### config.mk
export PLATFORM = sky130hd
export DESIGN_NAME = gpsreceiver2_capctl
export DESIGN_NICKNAME = d
export VERILOG_FILES = /design/src/rtl/gpsreceiver2_capctl.sv
export SDC_FILE = /design/constraint.sdc
export NUM_CORES = 1
export LEC_CHECK = 0
export BUFFER_PORTS_ARGS = -buffer_cell sky130_fd_sc_hd__buf_2
export CORE_MARGIN = 2
export CORE_UTILIZATION = 57
export DETAILED_ROUTE_END_ITERATION = 10
export PLACE_DENSITY = 0.81
export SETUP_SLACK_MARGIN = 0.5
export SYNTH_ARGS = -nofsm -noshare
export SYNTH_HDL_FRONTEND = slang
export SYNTH_SLANG_ARGS = --single-unit
### constraint.sdc
create_clock -name sys_clk -period 3 [get_ports sys_clk]
set_input_delay 0.45 -clock sys_clk [delete_from_list [all_inputs] [get_ports sys_clk]]
set_output_delay 0.45 -clock sys_clk [all_outputs]
set_load 0.005 [all_outputs]
### src/rtl/gpsreceiver2_capctl.sv
// Capture sequencer for the GPS-SDR sample path: drives the capture RAM write port as a
// ping-pong buffer of two halves and hands completed halves to software via flags and irq.
module gpsreceiver2_capctl #(
    parameter int adr_width = 11,
    parameter int ovr_width = 16
) (
    input  logic                 sys_clk,
    input  logic                 sys_rst,
    input  logic                 cfg_start,
    input  logic                 cfg_stop,
    input  logic                 cfg_continuous,
    input  logic [1:0]           buf_ack,
    input  logic                 smp_stb,
    input  logic [7:0]           smp_dat,
    output logic [adr_width-1:0] mem_adr,
    output logic [7:0]           mem_dat,
    output logic                 mem_we,
    output logic [1:0]           half_full,
    output logic                 busy,
    output logic                 overrun,
    output logic [ovr_width-1:0] ovr_count,
    output logic                 irq
);

    typedef enum logic [1:0] {
        ST_IDLE = 2'd0,
        ST_RUN  = 2'd1,
        ST_WAIT = 2'd2,
        ST_DONE = 2'd3
    } state_t;

    localparam logic [adr_width-1:0] WPTR_ONE = {{(adr_width-1){1'b0}}, 1'b1};
    localparam logic [ovr_width-1:0] OVR_ONE  = {{(ovr_width-1){1'b0}}, 1'b1};

    state_t               state_q;
    logic [adr_width-1:0] wptr_q;
    logic [adr_width-1:0] mem_adr_q;
    logic [7:0]           mem_dat_q;
    logic                 mem_we_q;
    logic [1:0]           half_full_q;
    logic                 overrun_q;
    logic [ovr_width-1:0] ovr_count_q;
    logic                 irq_q;

    logic cur_half;
    logic other_half;
    logic half_last;

    // Write-pointer decode: which half is being filled, and whether this is its last byte.
    // In WAIT the pointer sits on the first byte of the blocked half, so cur_half names it.
    always_comb begin
        cur_half   = wptr_q[adr_width-1];
        other_half = ~wptr_q[adr_width-1];
        half_last  = &wptr_q[adr_width-2:0];
    end

    // Sequencer state, write port, ownership flags and drop accounting.
    always_ff @(posedge sys_clk) begin
        if (sys_rst) begin
            state_q     <= ST_IDLE;
            wptr_q      <= '0;
            mem_adr_q   <= '0;
            mem_dat_q   <= 8'h00;
            mem_we_q    <= 1'b0;
            half_full_q <= 2'b00;
            overrun_q   <= 1'b0;
            ovr_count_q <= '0;
            irq_q       <= 1'b0;
        end else begin
            mem_we_q    <= 1'b0;
            irq_q       <= 1'b0;
            half_full_q <= half_full_q & ~buf_ack;
            if (cfg_stop) begin
                state_q <= ST_IDLE;
            end else if (cfg_start) begin
                state_q     <= ST_RUN;
                wptr_q      <= '0;
                half_full_q <= 2'b00;
                overrun_q   <= 1'b0;
                ovr_count_q <= '0;
            end else begin
                case (state_q)
                    ST_RUN: begin
                        if (smp_stb) begin
                            mem_we_q  <= 1'b1;
                            mem_adr_q <= wptr_q;
                            mem_dat_q <= smp_dat;
                            wptr_q    <= wptr_q + WPTR_ONE;
                            if (half_last) begin
                                // A completion beats an ack of the same half in this cycle.
                                half_full_q[cur_half] <= 1'b1;
                                irq_q                 <= 1'b1;
                                if (!cfg_continuous && cur_half) begin
                                    state_q <= ST_DONE;
                                end else if (half_full_q[other_half] && !buf_ack[other_half]) begin
                                    state_q <= ST_WAIT;
                                end else begin
                                    state_q <= ST_RUN;
                                end
                            end
                        end
                    end
                    ST_WAIT: begin
                        if (smp_stb) begin
                            overrun_q <= 1'b1;
                            if (!(&ovr_count_q)) begin
                                ovr_count_q <= ovr_count_q + OVR_ONE;
                            end
                        end
                        if (buf_ack[cur_half]) begin
                            state_q <= ST_RUN;
                        end
                    end
                    default: begin
                        state_q <= state_q;
                    end
                endcase
            end
        end
    end

    assign mem_adr   = mem_adr_q;
    assign mem_dat   = mem_dat_q;
    assign mem_we    = mem_we_q;
    assign half_full = half_full_q;
    assign busy      = (state_q == ST_RUN) || (state_q == ST_WAIT);
    assign overrun   = overrun_q;
    assign ovr_count = ovr_count_q;
    assign irq       = irq_q;

endmodule
# --- Word-level counts from Yosys, hierarchy flattened ---
# Index checks and enable logic that the tools add are counted.
totals:
  input_bits: 16
  elab_cells: 87
  regBits: 53
op_classes:
  n_bitwise: 8
  reduce_logical: 23
  magnitude_cmp: 3
  eq_ne: 9
  n_mux: 32
  add_sub_neg: 2
op_table:
  columns: ["cell", "n"]
  rows:
  - ["16-bit 2-to-1 mux", 4]
  - ["11-bit 2-to-1 mux", 3]
  - ["2-bit 2-to-1 mux", 10]
  - ["16-bit by 1-bit adder with 16-bit output, second input constant", 1]
  - ["16-bit AND reduction", 1]
  - ["4-bit AND reduction", 4]
  - ["1-bit 2-to-1 mux", 13]
  - ["11-bit by 1-bit adder with 11-bit output, second input constant", 1]
  - ["10-bit AND reduction", 1]
  - ["3-bit inequality test, second input constant", 3]
  - ["2-bit inequality test, second input constant", 4]
  - ["2-bit nonzero test", 4]
  - ["3-bit AND reduction", 2]
  - ["1-bit NOT", 5]
  - ["5-bit OR reduction", 1]
  - ["1-bit by 2-bit < comparator with 1-bit output, second input constant", 2]
  - ["2-bit case mux with 2 select lines", 1]
  - ["4-bit OR reduction", 1]
  - ["1-bit logical AND", 3]
  - ["3-bit nonzero test", 1]
  - ["3-bit OR reduction", 1]
  - ["2-bit bitwise AND", 1]
  - ["2-bit by 1-bit equality test with 1-bit output, second input constant", 1]
  - ["2-bit equality test, second input constant", 1]
  - ["other kinds (7)", 8]

# --- Longest topological paths before layout ---
depth:
  ltp_word: 11
  ltp_mapped: 7
  mapped_depth_nobuf: 6

# --- Worst setup path after synthesis ---
# No wires, ideal clock.
synth_timing:
  kind: "reg2reg"
  start: "register wptr_q[0]"
  end: "register state_q[1]"
  arrival_time_ns: 1.746
  setup_time_ns: 0.087
  path_stages_with_launch: 6
  setup_slack_ns: 1.167
  cell_sequence: "dfxtp_1 -> ha_1 -> nand3_1 -> or4_4 -> or4_1 -> o31ai_1"
synth_via:
  elab_chain_len: 3
synth_rtl:
  columns: ["item", "line_no", "rtl"]
  rows:
  - ["start, declared", "36", "logic [adr_width-1:0] wptr_q;"]
  - ["start signal, assigned", "88", "wptr_q <= wptr_q + WPTR_ONE;"]
  - ["10-bit AND reduction", "54", "half_last = &wptr_q[adr_width-2:0];"]
  - ["2-bit inequality test (no line)", null, null]
  - ["4-bit AND reduction (no line)", null, null]
  - ["end signal, assigned", "115", "state_q <= state_q;"]
  - ["end, declared", "35", "state_t state_q;"]
# Every way passes these cells.
# A chain may end at the register's enable or synchronous reset.

# --- Worst setup path in the final report ---
layout_timing:
  start: "register state_q[0]"
  end: "register ovr_count_q[7] (netlist: ovr_count[7])"
layout_via:
  elab_chain_len: 3
layout_rtl:
  columns: ["item", "line_no", "rtl"]
  rows:
  - ["2-bit equality test", "82", "case (state_q)"]
  - ["2-bit nonzero test (no line)", null, null]
  - ["4-bit AND reduction (no line)", null, null]
  - ["end signal, assigned", "107", "ovr_count_q <= ovr_count_q + OVR_ONE;"]
  - ["end, declared", "42", "logic [ovr_width-1:0] ovr_count_q;"]
# Every way passes these cells.

==> flow_metrics.env <==
export IMPL_status="complete, no violations"
export IMPL_drt_iter0_markers=189
export IMPL_cts_root_buf="clkbuf_8"
export IMPL_tns_ps=0
export IMPL_grt_max_degree=28
export IMPL_synth_warning_count=0
export IMPL_maxSlewViolCount=0
export IMPL_dpl_cell_area_sq_mm=0.00274
export IMPL_routedWlPerCell_um=14.0
export IMPL_core_area_sq_mm=0.00406
export IMPL_power_leakage_nw=1.05
export IMPL_cp_start_kind="flop"
export IMPL_synth_edff_count=0
export IMPL_cap_violations=0
export IMPL_portBuffers=56
export IMPL_netlist_area_sq_mm=0.00243
export IMPL_cts_sinks=53
export IMPL_place_congestion=0.912
export IMPL_die_x_um=69.3
export IMPL_setup_viol=0
export IMPL_via_per_inst=5.84
export IMPL_endpoint_kind="flop"
export IMPL_drc=0
export IMPL_wl_um=5620
export IMPL_start_util=0.599
export IMPL_fin_skew_ps=4.20
export IMPL_r2r_end="ovr_count[7]"
export IMPL_ir_drop_mv=0.304
export IMPL_clk_latency_ps=300
export IMPL_hold_path_depth=3
export IMPL_arrival_ps=2320
export IMPL_max_freq_mhz=478
export IMPL_syn_inst=298
export IMPL_cts_tree="built"
export IMPL_min_period_ps=2090
export IMPL_relSlewSlack=0.376
export IMPL_avgSynthCellArea_sq_um=8.15
export IMPL_cts_buffers=5
export IMPL_worst_ep_required_time_ps=3230
export IMPL_worst_pin_slew_ps=927
export IMPL_antenna_cells=0
export IMPL_rsz0062_at_grt="no"
export IMPL_postLayoutCellArea_sq_mm=0.00283
export IMPL_synth_seq_area_share=0.437
export IMPL_std_cell_rows=23
export IMPL_clk_path_buf_depth=2
export IMPL_mostFrequentLayoutCells="56 x nand2_1, 56 x buf_2, 53 x dfxtp_1"
export IMPL_cts_htree_levels=2
export IMPL_rr_startpoint="state_q[0]"
export IMPL_hold_viol_final=0
export IMPL_grtUsageTotal=0.234
export IMPL_postRouteAntennaNets=0
export IMPL_ys_seq_elements=53
export IMPL_ctsResizeCount=0
export IMPL_area_delta_synth_final_pct=16.5
export IMPL_vias=2343
export IMPL_worstHoldStart="smp_dat[5]"
export IMPL_fin_total_pwr_w=0.00116
export IMPL_antenna_found_initial=0
export IMPL_num_io_pins=57
export IMPL_overflow=0
export IMPL_whs_ps=373
export IMPL_hold_path_end="mem_dat[5]"
export IMPL_fp_dieH_um=69.3
export IMPL_min_path_type="in -> reg"
export IMPL_post_route_period_util=0.698
export IMPL_cts_setup_buffers=0
export IMPL_cp_max_fo=7
export IMPL_hpwl_um=3890
export IMPL_grt_pass1_vias=2013
export IMPL_grt_first_pass_wirelength_um=9400
export IMPL_async_flop_share=0
export IMPL_r2r_slack_ps=910
export IMPL_power_density_mw_per_mm2=410
export IMPL_clkTransAtPathRegs_ps=90
export IMPL_layout_drive_gt1_share=0.205
export IMPL_postCtsHoldBufs=0
export IMPL_dr_pass1_iters=4
export IMPL_yosysUniqueCellTypes=42
export IMPL_nNetsFinal=370
export IMPL_die_area_sq_mm=0.00480
export IMPL_rr_worst_depth=6
export IMPL_synth_nets=318
export IMPL_synth_ff_type="dfxtp_1"
export IMPL_crit_type="reg -> reg"
[cell families after synthesis]
family,after synthesis,share of synthesized area
AO/OA/AOI/OAI,67,0.161
XOR/XNOR,5,0.0180
adder cells (fa/ha/maj),4,0.0206
buffers and inverters,21,0.0330
flip-flops,53,0.437
multiplexers,3,0.0124
AND/OR/NAND/NOR,145,0.318
[cell type report]
| type | instances | area [sq um] |
|---|---|---|
| timing repair buffer | 58 | 295 |
| fill | 349 | 1230 |
| tap | 50 | 62.6 |
| clock buffer | 6 | 72.6 |
| sequential | 53 | 1060 |
| inverter | 8 | 30.0 |
| clock inverter | 2 | 15.0 |
| multi-input combinational | 224 | 1290 |
[power breakdown]
group	internal [W]	switching [W]
combinational	0.0000178	0.0000357
clock	0.000165	0.000234
sequential	0.000706	0.00000294
total	0.000888	0.000272
[sequential cells by signal (all words and copies together) (netlist names)]
name       flops
ovr_count     16
mem_adr       11
wptr_q        11
mem_dat        8
half_full      2
state_q        2
irq            1
mem_we         1
overrun        1
[worst max-delay path: stages, from the launching register on]
cell,delay (ps)
dfxtp_1,350
inv_1,80
ha_1,290
a21oi_1,130
or3_1,490
or4_1,510
a21oi_1,160
[cell usage after synthesis (3+ instances only)]
cell type | n | area (sq um)
a31oi_1 | 4 | 25.0
nand2_1 | 56 | 210
nor2_1 | 20 | 75.1
o21a_1 | 3 | 22.5
clkbuf_1 | 12 | 45.0
nor3_1 | 4 | 20.0
dfxtp_1 | 53 | 1060
nor2b_1 | 4 | 25.0
or4_1 | 8 | 60.1
a21oi_1 | 38 | 190
nand3_1 | 6 | 30.0
o21ai_0 | 6 | 30.0
inv_1 | 8 | 30.0
or3_1 | 9 | 56.3
nand4b_1 | 3 | 26.3
ha_1 | 4 | 50.1
mux2i_1 | 3 | 30.0
nor4_1 | 10 | 62.6
xnor2_1 | 5 | 43.8
o41ai_1 | 3 | 26.3
o31ai_1 | 7 | 52.6
nand4_1 | 5 | 31.3
[stage by stage]
stage / setup slack, ps / instances / utilization
2_1_floorplan: 1170 / 298 / -
3_3_place_gp: 947 / 393 / 0.676
3_5_place_dp: 781 / 393 / 0.676
4_1_cts: 929 / 401 / 0.697
5_1_grt: 632 / 401 / 0.697
6_report: 906 / 401 / 0.697
[how the worst max path moves through the flow]
stage                   endpoint          from  depth (start not counted)
floorplan             state_q[1]     wptr_q[0]                          5
global placement    ovr_count[7]     cfg_start                          5
detailed placement  ovr_count[7]     cfg_start                          5
CTS                 ovr_count[7]    state_q[0]                          6
global route        ovr_count[9]  ovr_count[4]                          4
finish              ovr_count[7]    state_q[0]                          6
[metal layers]
| layer | wire [um] | GRT usage | vias up |
|---|---|---|---|
| met3 | 347 | 0.0523 | 9 |
| met5 | 0 | 0 | - |
| met4 | 74 | 0.0654 | 0 |
| met1 | 2700 | 0.329 | 1071 |
| li1 | - | - | 1180 |
| met2 | 2490 | 0.363 | 83 |
Note: power is estimated with default switching activity, not from simulation.
